--- src/rtl/alu_seq.sv ---
// alu_seq: registered ALU with valid/ready handshakes on input and output.
// Define ALU_SEQ_MUL_EN to build the iterative shift-add multiplier (MUL/MULHU).
module alu_seq #(
    parameter int WIDTH = 32,
    parameter int SHW   = $clog2(WIDTH)
) (
    input  logic             clk,
    input  logic             rst_n,
    input  logic             in_valid,
    output logic             in_ready,
    input  logic [3:0]       sel,
    input  logic [WIDTH-1:0] x,
    input  logic [WIDTH-1:0] y,
    output logic             out_valid,
    input  logic             out_ready,
    output logic [WIDTH-1:0] o,
    output logic             v,
    output logic             z,
    output logic             s,
    output logic             c,
    output logic             err
);

    localparam int MSB = WIDTH - 1;

    localparam logic [3:0] OP_ADD   = 4'd0;
    localparam logic [3:0] OP_SUB   = 4'd1;
    localparam logic [3:0] OP_AND   = 4'd2;
    localparam logic [3:0] OP_OR    = 4'd3;
    localparam logic [3:0] OP_XOR   = 4'd4;
    localparam logic [3:0] OP_SLT   = 4'd5;
    localparam logic [3:0] OP_SLTU  = 4'd6;
    localparam logic [3:0] OP_SLL   = 4'd7;
    localparam logic [3:0] OP_SRL   = 4'd8;
    localparam logic [3:0] OP_SRA   = 4'd9;

`ifdef ALU_SEQ_MUL_EN
    localparam logic [3:0] OP_MUL   = 4'd10;
    localparam logic [3:0] OP_MULHU = 4'd11;
    localparam logic [SHW:0] CNT_ONE  = (SHW+1)'(1);
    localparam logic [SHW:0] CNT_LOAD = (SHW+1)'(WIDTH);

    typedef enum logic [1:0] {
        ST_IDLE = 2'd0,
        ST_BUSY = 2'd1,
        ST_DONE = 2'd2
    } state_t;
`else
    typedef enum logic [1:0] {
        ST_IDLE = 2'd0,
        ST_DONE = 2'd2
    } state_t;
`endif

    state_t           r_state;
    logic [3:0]       r_sel;
    logic [WIDTH-1:0] r_x;
    logic [WIDTH-1:0] r_y;
    logic             r_out_valid;
    logic [WIDTH-1:0] r_o;
    logic             r_v;
    logic             r_z;
    logic             r_s;
    logic             r_c;
    logic             r_err;

    logic [WIDTH:0]   w_sum;
    logic [WIDTH:0]   w_diff;
    logic [SHW-1:0]   w_shamt;
    logic             w_lt_s;
    logic             w_lt_u;
    logic [WIDTH-1:0] w_res;
    logic             w_c;
    logic             w_v;
    logic             w_err;

`ifdef ALU_SEQ_MUL_EN
    logic [2*WIDTH-1:0] r_acc;
    logic [SHW:0]       r_cnt;
    logic [WIDTH:0]     w_acc_hi_sum;
    logic [2*WIDTH-1:0] w_acc_next;

    // One shift-add step: multiplier sits in the low half and is consumed LSB first.
    assign w_acc_hi_sum = {1'b0, r_acc[2*WIDTH-1:WIDTH]}
                        + (r_acc[0] ? {1'b0, r_x} : {(WIDTH+1){1'b0}});
    assign w_acc_next   = {w_acc_hi_sum, r_acc[WIDTH-1:1]};
`endif

    // Top bit of w_diff is the borrow out of x - y.
    assign w_sum    = {1'b0, r_x} + {1'b0, r_y};
    assign w_diff   = {1'b0, r_x} - {1'b0, r_y};
    assign w_shamt  = r_y[SHW-1:0];
    assign w_lt_s   = $signed(r_x) < $signed(r_y);
    assign w_lt_u   = r_x < r_y;
    assign in_ready = (r_state == ST_IDLE);

    // Result and carry/overflow selection from the captured operands.
    always_comb begin
        w_res = {WIDTH{1'b0}};
        w_c   = 1'b0;
        w_v   = 1'b0;
        w_err = 1'b0;
        case (r_sel)
            OP_ADD: begin
                w_res = w_sum[MSB:0];
                w_c   = w_sum[WIDTH];
                w_v   = (r_x[MSB] == r_y[MSB]) && (w_sum[MSB] != r_x[MSB]);
            end
            OP_SUB: begin
                w_res = w_diff[MSB:0];
                w_c   = ~w_diff[WIDTH];
                w_v   = (r_x[MSB] != r_y[MSB]) && (w_diff[MSB] != r_x[MSB]);
            end
            OP_AND:  w_res = r_x & r_y;
            OP_OR:   w_res = r_x | r_y;
            OP_XOR:  w_res = r_x ^ r_y;
            OP_SLT:  w_res = {{(WIDTH-1){1'b0}}, w_lt_s};
            OP_SLTU: w_res = {{(WIDTH-1){1'b0}}, w_lt_u};
            OP_SLL:  w_res = r_x << w_shamt;
            OP_SRL:  w_res = r_x >> w_shamt;
            OP_SRA:  w_res = $unsigned($signed(r_x) >>> w_shamt);
`ifdef ALU_SEQ_MUL_EN
            OP_MUL:   w_res = r_acc[WIDTH-1:0];
            OP_MULHU: w_res = r_acc[2*WIDTH-1:WIDTH];
`endif
            default: w_err = 1'b1;
        endcase
    end

    // Control FSM with capture, multiplier iteration and registered results.
    always_ff @(posedge clk) begin
        if (!rst_n) begin
            r_state     <= ST_IDLE;
            r_sel       <= 4'd0;
            r_x         <= {WIDTH{1'b0}};
            r_y         <= {WIDTH{1'b0}};
            r_out_valid <= 1'b0;
            r_o         <= {WIDTH{1'b0}};
            r_v         <= 1'b0;
            r_z         <= 1'b0;
            r_s         <= 1'b0;
            r_c         <= 1'b0;
            r_err       <= 1'b0;
`ifdef ALU_SEQ_MUL_EN
            r_acc       <= {(2*WIDTH){1'b0}};
            r_cnt       <= {(SHW+1){1'b0}};
`endif
        end else begin
            case (r_state)
                ST_IDLE: begin
                    if (in_valid) begin
                        r_sel <= sel;
                        r_x   <= x;
                        r_y   <= y;
`ifdef ALU_SEQ_MUL_EN
                        if ((sel == OP_MUL) || (sel == OP_MULHU)) begin
                            r_acc   <= {{WIDTH{1'b0}}, y};
                            r_cnt   <= CNT_LOAD;
                            r_state <= ST_BUSY;
                        end else begin
                            r_state <= ST_DONE;
                        end
`else
                        r_state <= ST_DONE;
`endif
                    end
                end
`ifdef ALU_SEQ_MUL_EN
                ST_BUSY: begin
                    r_acc <= w_acc_next;
                    r_cnt <= r_cnt - CNT_ONE;
                    if (r_cnt == CNT_ONE) begin
                        r_state <= ST_DONE;
                    end
                end
`endif
                ST_DONE: begin
                    // First DONE cycle registers the result; later cycles wait for the consumer.
                    if (!r_out_valid) begin
                        r_out_valid <= 1'b1;
                        r_o         <= w_res;
                        r_v         <= w_v;
                        r_c         <= w_c;
                        r_z         <= (w_res == {WIDTH{1'b0}});
                        r_s         <= w_res[MSB];
                        r_err       <= w_err;
                    end else if (out_ready) begin
                        r_out_valid <= 1'b0;
                        r_state     <= ST_IDLE;
                    end
                end
                default: r_state <= ST_IDLE;
            endcase
        end
    end

    assign out_valid = r_out_valid;
    assign o         = r_o;
    assign v         = r_v;
    assign z         = r_z;
    assign s         = r_s;
    assign c         = r_c;
    assign err       = r_err;

endmodule

--- config.mk ---
export PLATFORM = sky130hd
export DESIGN_NAME = alu_seq
export DESIGN_NICKNAME = d
export VERILOG_FILES = /design/src/rtl/alu_seq.sv
export SDC_FILE = /design/constraint.sdc
export NUM_CORES = 1
export LEC_CHECK = 0
export CAP_MARGIN = 10
export CORE_ASPECT_RATIO = 0.8
export CORE_MARGIN = 2
export CORE_UTILIZATION = 40
export DETAILED_ROUTE_END_ITERATION = 10
export GPL_ROUTABILITY_DRIVEN = 1
export PLACE_DENSITY_LB_ADDON = 0.05
export SLEW_MARGIN = 20
export SYNTH_ARGS = -nofsm -noshare
export SYNTH_HDL_FRONTEND = slang
export SYNTH_SLANG_ARGS = --single-unit
--- constraint.sdc ---
create_clock -name clk -period 10.6 [get_ports clk]
set_input_delay 2.12 -clock clk [delete_from_list [all_inputs] [get_ports clk]]
set_output_delay 2.12 -clock clk [all_outputs]
set_load 0.005 [all_outputs]
# == Yosys cells after proc, flatten, opt, wreduce, memory -nomap -nowiden ==
# Index checks and enable logic that the tools add are counted.
# classes
addsub,2
n_mul,0
div_mod_pow,0
order_cmp,2
eq_ne,17
shifts,3
mux,10
bitwise,5
reduce_logical,9
# ops
cell,count
case mux 32 bit (10 select lines),1
< comparator 32 bit,2
adder 32 x 32 -> 33 bit,1
subtractor 32 x 32 -> 33 bit,1
bitwise AND 32 bit,1
zero test 32 bit,1
OR 32 bit,1
left shift 32 x 5 -> 32 bit,1
right shift 32 x 5 -> 32 bit,1
>>> shifter 32 x 5 -> 32 bit,1
bitwise XOR 32 bit,1
"== test 4 x 3 -> 1 bit, second input constant",4
OR reduction 10 bit,1
"== test 4 x 2 -> 1 bit, second input constant",2
"== test 4 bit, second input constant",2
2-to-1 mux 2 bit,3
"!= test 2 bit, second input constant",3
"== test 4 x 1 -> 1 bit, second input constant",1
zero test 4 bit,1
case mux 1 bit (2 select lines),2
case mux 2 bit (2 select lines),1
AND reduction 2 bit,2
2-to-1 mux 1 bit,3
!= test 1 bit,3
other kinds (6),8
# totals
regBits,108
latchBits,0
mem_bits_rw,0
romBits,0
out_inout_bits,39
n_memories,0

# == Depth between registers and ports, before layout ==
# logic_depth
ltp_word,4
depth_mapped,18
mapped_depth_nobuf,15

# == Worst setup path after synthesis ==
# OpenSTA, ideal clock, no wires.
# synth_timing
path_type,reg2reg
startpoint,reg r_y[3]
endpoint,"reg r_z, in the netlist z"
setup_time_ns,0.059
arrival_ns,4.066
required_time_ns,10.541
setup_slack_ns,6.475
stages_incl_launch_ff,18
n_path_buf,4
period_less_slack_ns,4.125
cell_sequence,dfxtp_1 -> clkbuf_1 -> inv_1 -> clkbuf_1 -> clkbuf_1 -> ha_1 -> clkbuf_1 -> a31oi_1 -> a21oi_1 -> o31ai_1 -> o211ai_1 -> o21a_1 -> a211oi_1 -> o21ai_0 -> mux2_2 -> a221oi_1 -> and4_1 -> a41o_1
# synth_between
elab_chain_cells,3
elab_cells_between_ends,12
classes_between,add/sub (2); order compare (2); shift (3); mux (1); bitwise (3); reduce/logical (1)
# synth_rtl
item,line,text
from (decl),58,logic [WIDTH-1:0] r_y;
from (signal assigned),136,r_y <= {WIDTH{1'b0}};
from (signal assigned),154,r_y <= y;
subtractor 32 x 32 -> 33 bit (tied with other cells),91,"assign w_diff = {1'b0, r_x} - {1'b0, r_y};"
case mux 32 bit (10 select lines) (*),103,case (r_sel)
zero test 32 bit (*),184,r_z <= (w_res == {WIDTH{1'b0}});
to (signal assigned),184,
to (decl),62,logic r_z;
# Mark *: on every way between the ends. The rest lies on a longest branch, timed or not.
# A chain may end at the register's enable or synchronous reset.

# == Worst setup path in the final report ==
# Ends and elaborated chain as after synthesis.

==> flow_summary.yaml <==
hold_path:
  hold_class: "register to register"
timing:
  setup_violations: 0
  min_period_over_period_pct: 50.08
  fmax_ghz: 0.1884
  drv_slew: 0
  finClkSkew_ps: 11.04
  fin_ws_ps: 5291
  slew-limit-headroom_pct: 32.01
  tns_ps: 0
  worstMarginPinSlew_ps: 994.2
  hold_viol_final: 0
  min_period_ps: 5309
  grt_setup_unrepaired: "no"
cells_and_area:
  finalNonFillerCells: 2321
  drive_gt1_share_pct: 8.267
  fillers: 3492
  stdcell_area_um2: 15100
  num_antenna_cells: 0
  fin_nets: 2056
  fin_util_pct: 45.00
  seq_area_um2: 2132
  multi_input_area_um2: 10350
  area_growth_pct: 11.21
placement:
  port-buffer-count: 110
  place_congestion: 1.088
  place_ws_ps: 5567
  place_area_um2: 14790
  dpl.hpwl_mm: 49.01
  dp.cells: 2304
die:
  rows: 60
  chipWidth_um: 210
  coreArea_um2: 33560
  die-area_um2: 35450
  ios: 111
  die_y_um: 168.8
  initial_utilization_pct: 40.47
synthesis:
  yosysUniqueCellTypes: 83
  synth_edf_count: 0
  syn_area_per_cell_um2: 7.136
  ys_ff_latch: 106
  syn_area_um2: 13580
  ys_async_sr_fraction_pct: 0
  netlist_instances: 1903
  synth_seq_area_share_pct: 15.63
  synth_flop_cell: "dfxtp_1"
  syn_nets: 2077
  yosys_warnings: 0
route:
  vias: 15280
  wl_mm: 64.33
  wl_per_cell_um: 27.72
  dr.pass1.iters: 6
  drt-vias-per-instance: 6.585
  ant_nets: 0
  drt_iter0_drc: 1924
  drc: 0
clock_tree:
  cts_resized: 0
  holdBufCountCts: 0
  clock_latency_ps: 390
  path_clk_slew_ps: 80
  cts_root_buf: "clkbuf_16"
  post_cts_buffers: 0
  htreeDepth: 3
  cts_buffer_depth: 2
  tritoncts: "built"
  cts_made_buffers: 9
  cts_num_sinks: 106
power:
  vdd_drop_max_uv: 101.0
  p_leak_nw: 5.491
  pwr_density_cell_nw_per_um2: 101.8
critical_path:
  rrSetupSlack_ps: 5290
  crit_fanout: 76
  cp.required_ps: 10940
  cp_num_buf_inv: 3
  path_delay_family: "compound AO/OA/AOI/OAI gates"
  critPathLaunchType: "register"
  path_cells: "buf_4, inv_1, buf_4, ha_1, o311ai_0, a21oi_1, nor4_1, o21ai_0, a31oi_1, a2bb2oi_1, mux2i_1, nor3_1, and2_1, and4_1, a41o_1"
  critPathCaptureType: "register"
  cp_data_arrival_time_ps: 5640
  crit_top_cell: "buf_4"
  max_stage_delay_ps: 680
  crit_type: "register to register"
  cp_slowest_cell: "o311ai_0"
grt:
  antenna_found_initial: 1
  grt_max_degree: 77
  grt_pass1_vias: 14170
  grt_pass1_wl_mm: 95.46
  grt-ovfl-total: 0
  grt_usage_pct: 36.01
run:
  drv_cap: 0
status:
  status: "complete, no violations"
-- registers in the layout (all words and copies together), names as in the netlist --
register	flops
out_valid	1
r_x	32
c	1
o	32
z	1
r_sel	4
v	1
r_state	1
err	1
r_y	32
-- kinds of logic after synthesis --
family | count (synthesis) | synth area share [%]
muxes | 121 | 13.75
buffers and inverters | 282 | 8.403
DFF | 106 | 15.63
adders and majority gates | 102 | 9.509
AOI/OAI and AO/OA | 616 | 29.88
and+or+nand+nor | 662 | 21.93
xor gates and xnor gates | 14 | 0.9030
-- Yosys cell counts (all sizes together), types with 10 or more instances --
cell type	count	area, µm²
nand2	275	1032
a21oi	193	965.9
nor2	179	671.9
clkbuf	127	476.7
dfxtp	106	2122
inv	102	382.9
ha	100	1251
o21ai	96	480.5
buf	52	277.8
mux4	48	1104
mux2i	47	470.5
a211oi	44	335.3
nor3	44	220.2
o211ai	33	247.7
nand3	29	145.1
mux2	26	292.8
a22oi	22	165.2
nor4	22	143.9
o22ai	22	137.6
nor2b	21	131.4
a31oi	19	118.9
a221oi	18	157.7
o31ai	18	135.1
o221ai	16	140.1
nand2b	15	93.84
o21a	14	105.1
xnor2	14	122.6
nand4	13	81.33
o21bai	13	97.59
a21o	11	82.58
or2	11	68.82
and2	10	62.56
-- metal layers --
metal	up-vias	GRT usage, %	share of wire, %
li1	6902	-	-
met1	7293	49.60	43
met2	926	54.04	42
met3	161	8.868	11
met4	2	14.09	4.1
met5	-	0	0.016
-- worst paths after layout --
path | cells after the start | startpoint | end
min | 2 | err | err
max | 15 | r_y[3] | z
max reg2reg | 15 | r_y[3] | z
min reg2reg | 2 | err | err
-- final cells by class --
cell class	instances	share of cell area (%)
Clock buffer	9	1.491
Sequential cell	106	14.12
Multi-Input combinational cell	1515	68.54
Tap cell	434	3.596
Clock inverter	7	0.4722
Timing Repair Buffer	147	9.213
Inverter	103	2.568
-- power breakdown --
group | internal, W | total (W) | switching, W
clock | 0.000166 | 0.000350 | 0.000184
sequential | 0.000426 | 0.000475 | 0.0000495
combinational | 0.000263 | 0.000713 | 0.000450
total | 0.000855 | 0.00154 | 0.000683
-- through the flow --
stage	total power, W	hold slack, ps
4_1_cts	0.001525	469.1
6_report	0.001538	464.8
3_5_place_dp	0.001169	456.7
5_1_grt	0.001612	489.7
3_3_place_gp	0.001172	444.4
2_1_floorplan	0.0009115	448.3
-- tightest hold or removal path, cell delays in order (launching register included) --
cell,delay [ps]
dfxtp_1,320
nand2_1,60
a21oi_1,50
-- layout by cell type (no fill, tap or decap), drive strengths merged, types with 18 or more instances in the layout --
cell,instances
o31ai,18
nor2,179
nand2,275
nor2b,21
a31oi,19
dfxtp,106
nor3,44
a211oi,44
mux2,26
nor4,22
a21oi,193
ha,100
nand3,29
a221oi,18
mux2i,47
clkdlybuf4s50,110
o21ai,96
mux4,48
buf,37
a22oi,22
inv,104
o211ai,33
o22ai,22
Power figures use the tool's default switching activity.
==> patch 1, RTL diff (config.mk and constraints unchanged) <==
Add a define of `ALU_SEQ_MUL_EN`.
--- a/src/rtl/alu_seq.sv
+++ b/src/rtl/alu_seq.sv
@@ -2,2 +2,4 @@
 // Define ALU_SEQ_MUL_EN to build the iterative shift-add multiplier (MUL/MULHU).
+`define ALU_SEQ_MUL_EN
+
 module alu_seq #(
Check against the original RTL: not equivalent (Yosys sat finds a counterexample within 4 cycles, from zero or initial values and one cycle with rst_n low).
==> patch 1 against the unedited design <==
- final area grew 38%
- global-route usage is 0.33 points higher
- clock power rose by 97%
- largest cell class unchanged
- hold slack worse by 0.0074 ns
- critical endpoint unchanged
- sequential cell count up 71
- maximum frequency down 1.8%
- power rose by 50%
- synthesized area grew 39%
- via count grew 32%
- largest power group unchanged
- routed wire length is 38% higher
- critical path depth down 2
- worst setup slack lost 0.10 ns
- count of clock-buffer cells in the layout rose by 10
- critical path type unchanged
==> patch 1: results (changes against the unedited design) <==
- The flow ran to the end, and the final reports show no timing, DRC or antenna violations.
- The leakage power is 8.01 nW (+46%).
- The wire length on met3 is 8250 um (+20%).
- The global-route total usage across every layer is 0.363 (+0.00335).
- The length of routed wiring on met1 is 39300 um (+41%).
- The detailed router's first-iteration violation count came to 2221 (+15%).
- The slowest stage cell on the critical path is sky130_fd_sc_hd__nor4_1.
- The headroom to the max-slew limit is 0.251 (-0.0695).
- The signal arrival time at the worst endpoint is 5.86 ns (+0.22 ns).
- The first-pass GRT wire length was 130000 um (+36%).
- The met2 usage is 0.537 (-0.00292).
- The global routing usage on met3 came to 0.0745 (-0.0141).
- The worst voltage drop across the vdd grid was 137 uV (+35%).
- The largest incremental delay on the critical path is 0.78 ns (+0.10 ns).
- The routability congestion estimate from global placement is 1.01 (-6.9%).
- The total CTS buffers is 17 (+8).
- The maximum fanout along the worst path is 58 (-24%).
- The insertion delay of the later-clocked pin in the worst-skew pair was 0.52 ns (+0.13 ns).
- The setup slack after placement is 5.39 ns (-0.180 ns).
- The adder-cell share of the synthesized area is 0.0921 (-0.00300).
- The number of nets in the final layout is 2673 (+30%).
- The number of distinct library cell variants in the gate-level netlist after synthesis is 93 (+12%).
- The maximum number of pins on one net before global-route repair is 78 (+1.3%).
- The xor/xnor share of the synthesized area is 0.0158 (+0.00676).
- The length of routed met2 wiring is 37300 um (+38%).
- The post-synthesis compound-gate area fraction was 0.269 (-0.0294).
- By area the synthesized netlist is led by sky130_fd_sc_hd__dfxtp_1, sky130_fd_sc_hd__mux4_2, sky130_fd_sc_hd__ha_1.
- The fraction of final layout cells with drive strength greater than 1 is 0.0937 (+0.0110).
- The share of synthesized area occupied by flip-flops and latches came to 0.188 (+0.0316).
- The met1 track demand over resource is 0.510 (+0.0137).
- The final clock skew is 0.0180 ns (+0.00698 ns).
- The post-synthesis mux area share came to 0.155 (+0.0174).
- The detailed-route vias per instance came to 6.51 (-1.1%).
- The number of antenna violations at the first check in global routing came to 2 (+1).
- The final routed wirelength across all metal layers is 88800 um (+38%).
- The category of cells accounting for the largest share of critical-path delay is simple AND/OR/NAND/NOR gates.
- The cell area reported after detailed placement is 0.0203 mm^2 (+37%).
- The via count of the first global-routing pass was 18600 (+31%).
==> patch 1: cell types whose count changed after synthesis, moves of 33 or more <==
cell	delta
sky130_fd_sc_hd__mux4_2	+33
sky130_fd_sc_hd__and2_1	+38
sky130_fd_sc_hd__a211oi_1	+38
sky130_fd_sc_hd__ha_1	+34
sky130_fd_sc_hd__dfxtp_1	+71
sky130_fd_sc_hd__mux2i_1	+49
sky130_fd_sc_hd__nor2_1	+70
sky130_fd_sc_hd__a21oi_1	+49
==> patch 1: report_power, final <==
group	internal (mW)	switching (mW)
clock	0.342	0.346
sequential	0.701	0.0531
combinational	0.310	0.557
==> patch 1: cell type report <==
cell class / instances / area, um^2
clock buffers: 19 / 443
repair buffers: 166 / 1520
multi-input cells: 1974 / 14000
fillers: 4803 / 25900
well taps: 620 / 776
flip-flops and latches: 177 / 3560
inverters: 128 / 483
clock inverters: 13 / 160
diodes: 1 / 2.50
==> patch 1: final timing paths <==
check | from | endpoint | slack, ns | cells past startpoint
min reg2reg | err$_SDFFE_PN0P_ | err$_SDFFE_PN0P_ | 0.46 | 2
min | err$_SDFFE_PN0P_ | err$_SDFFE_PN0P_ | 0.46 | 2
max | r_y[1]$_SDFFE_PN0P_ | z$_SDFFE_PN0P_ | 5.19 | 13
max reg2reg | r_y[1]$_SDFFE_PN0P_ | z$_SDFFE_PN0P_ | 5.19 | 13
==> patch 1: stage by stage <==
stage | utilization | cells | power (mW)
6_report | 0.447 | 3098 | 2.31
5_1_grt | 0.447 | 3097 | 2.40
4_1_cts | 0.447 | 3097 | 2.30
3_5_place_dp | 0.434 | 3065 | 1.61
3_3_place_gp | 0.434 | 3065 | 1.61
2_1_floorplan | - | 2496 | 1.29
==> patch 2, RTL diff (config.mk and constraints unchanged) <==
Made on the original files. Remove the case item `OP_SRA` of the case on `r_sel`.
--- a/src/rtl/alu_seq.sv
+++ b/src/rtl/alu_seq.sv
@@ -120,3 +120,2 @@
             OP_SRL:  w_res = r_x >> w_shamt;
-            OP_SRA:  w_res = $unsigned($signed(r_x) >>> w_shamt);
 `ifdef ALU_SEQ_MUL_EN
Function: changed (Yosys sat finds a counterexample within 4 cycles, from zero or initial values and one cycle with rst_n low).
==> patch 2 against the unedited design <==
- sequential cell count stayed put
- synthesized area is 4.7% lower
- count of clock-buffer cells in the layout stayed put
- routed wire length is 3.2% lower
- sequential power is 1% higher
- final area is 4.4% lower
- critical path type unchanged
- final cell count is 2.6% lower
- worst setup slack better by 0.20 ns
- non-clock buffer count is 8 lower
- global-route usage is 0.71 points higher
- highest routed layer is now met4
- power is 0.48% lower
- largest cell class unchanged
- synthesized cell count is 3.6% lower
==> patch 2: results (changes against the unedited design) <==
- The run finished with clean final reports.
- In this run the worst setup path begins at r_y[4]$_SDFFE_PN0P_.
- The leakage power is 5.23 nW (-4.7%).
- The placed wire-length estimate after detailed placement is 47500 um (-3.0%).
- The maximum number of pins on one net before global-route repair came to 103 (+34%).
- The final clock skew is 0.0113 ns (+0.000217 ns).
- The largest individual stage delay along the critical path comes from the cell sky130_fd_sc_hd__dfxtp_1.
- The met1 track demand over resource is 0.510 (+0.0143).
- The yosys synthesis warning count is 0 (unchanged).
- The cell area reported after detailed placement was 0.0141 mm^2 (-4.4%).
- The number of distinct library cell variants in the gate-level netlist after synthesis came to 92 (+11%).
- The worst hold path terminates at v$_SDFFE_PN0P_.
- The post-synthesis compound-gate area fraction is 0.298 (-0.00124).
- Sorting the synthesized cells by area gives the leading types as sky130_fd_sc_hd__dfxtp_1, sky130_fd_sc_hd__ha_1, sky130_fd_sc_hd__nand2_1.
- The setup slack after placement was 5.75 ns (+0.185 ns).
- Grouping stages by cell kind, the critical path spends the most delay in simple AND/OR/NAND/NOR gates.
- The first-pass GRT wire length is 91500 um (-4.1%).
- The switching fraction of total power is 0.448 (+0.00427).
- The routability congestion estimate from global placement is 1.07 (-2.0%).
- The maximum fanout along the worst path was 12 (-84%).
- In this run the most critical hold path is launched from v$_SDFFE_PN0P_.
- The transition time at the pin with the least slew margin is 1.08 ns (+0.0865 ns).
- The adder-cell share of the synthesized area is 0.0968 (+0.00175).
- The post-synthesis mux area share was 0.127 (-0.0101).
- The number of filler cells placed in the layout is 3355 (-3.9%).
- The path depth of the worst reg2reg path is 14 (-1).
- The detailed-route vias per instance is 6.53 (-0.85%).
- The met2 usage was 0.557 (+0.0164).
- The routed length per instance is 27.5 um (-0.63%).
- The final setup slack of the worst path is 5.49 ns (+0.199 ns).
- In the synthesized netlist, the cells that appear most often are sky130_fd_sc_hd__nand2_1, sky130_fd_sc_hd__a21oi_1, sky130_fd_sc_hd__nor2_1.
- The fraction of final layout cells with drive strength greater than 1 came to 0.0745 (-0.00817).
- The global routing usage on met3 came to 0.0724 (-0.0163).
- The worst voltage drop across the vdd grid was 72.0 uV (-29%).
- The via count of the first global-routing pass came to 13500 (-5.0%).
==> patch 2: through the flow <==
| step | cells | hold WS, ns | util |
|---|---|---|---|
| 2_1_floorplan | 1835 | 0.453 | - |
| 3_3_place_gp | 2243 | 0.454 | 0.447 |
| 3_5_place_dp | 2243 | 0.451 | 0.447 |
| 4_1_cts | 2259 | 0.463 | 0.456 |
| 5_1_grt | 2259 | 0.504 | 0.456 |
| 6_report | 2261 | 0.462 | 0.456 |
==> patch 2: cell families after synthesis <==
group,count (synthesis)
DFF,106
AOI/OAI and AO/OA,585
buffers and inverters,257
muxes,128
xor gates and xnor gates,14
adders and majority gates,99
and+or+nand+nor,646
==> patch 2: power by group through the flow <==
stage / clock, mW / sequential, mW / combinational (mW)
after floorplan: 0 / 0.457 / 0.451
after global routing: 0.374 / 0.482 / 0.744
after detailed placement: 0 / 0.486 / 0.674
after global placement: 0 / 0.486 / 0.678
after CTS: 0.361 / 0.477 / 0.677
final: 0.351 / 0.480 / 0.700
==> patch 2: layout make-up <==
| type | count | area share |
|---|---|---|
| sequential | 106 | 0.148 |
| timing repair buffer | 139 | 0.0916 |
| inverter | 106 | 0.0277 |
| antenna | 2 | 0.000347 |
| clock inverter | 7 | 0.00407 |
| tap | 420 | 0.0364 |
| clock buffer | 9 | 0.0156 |
| multi-input combinational | 1472 | 0.677 |
==> patch 2: routing by layer <==
layer	wire length [um]	part of all wire
met5	0	0
met4	2760	0.044
met3	6040	0.097
met2	26300	0.42
met1	27100	0.44
==> patch 2: worst reg2reg max path: cells and delay by family (launching register included) <==
family                   cells  cell delay, ns
AO/OA/AOI/OAI                4            1.23
XOR/XNOR                     1            0.12
adder cells (fa/ha/maj)      1            0.53
buffers and inverters        2            0.38
flip-flops                   1            0.77
AND/OR/NAND/NOR              6            2.05
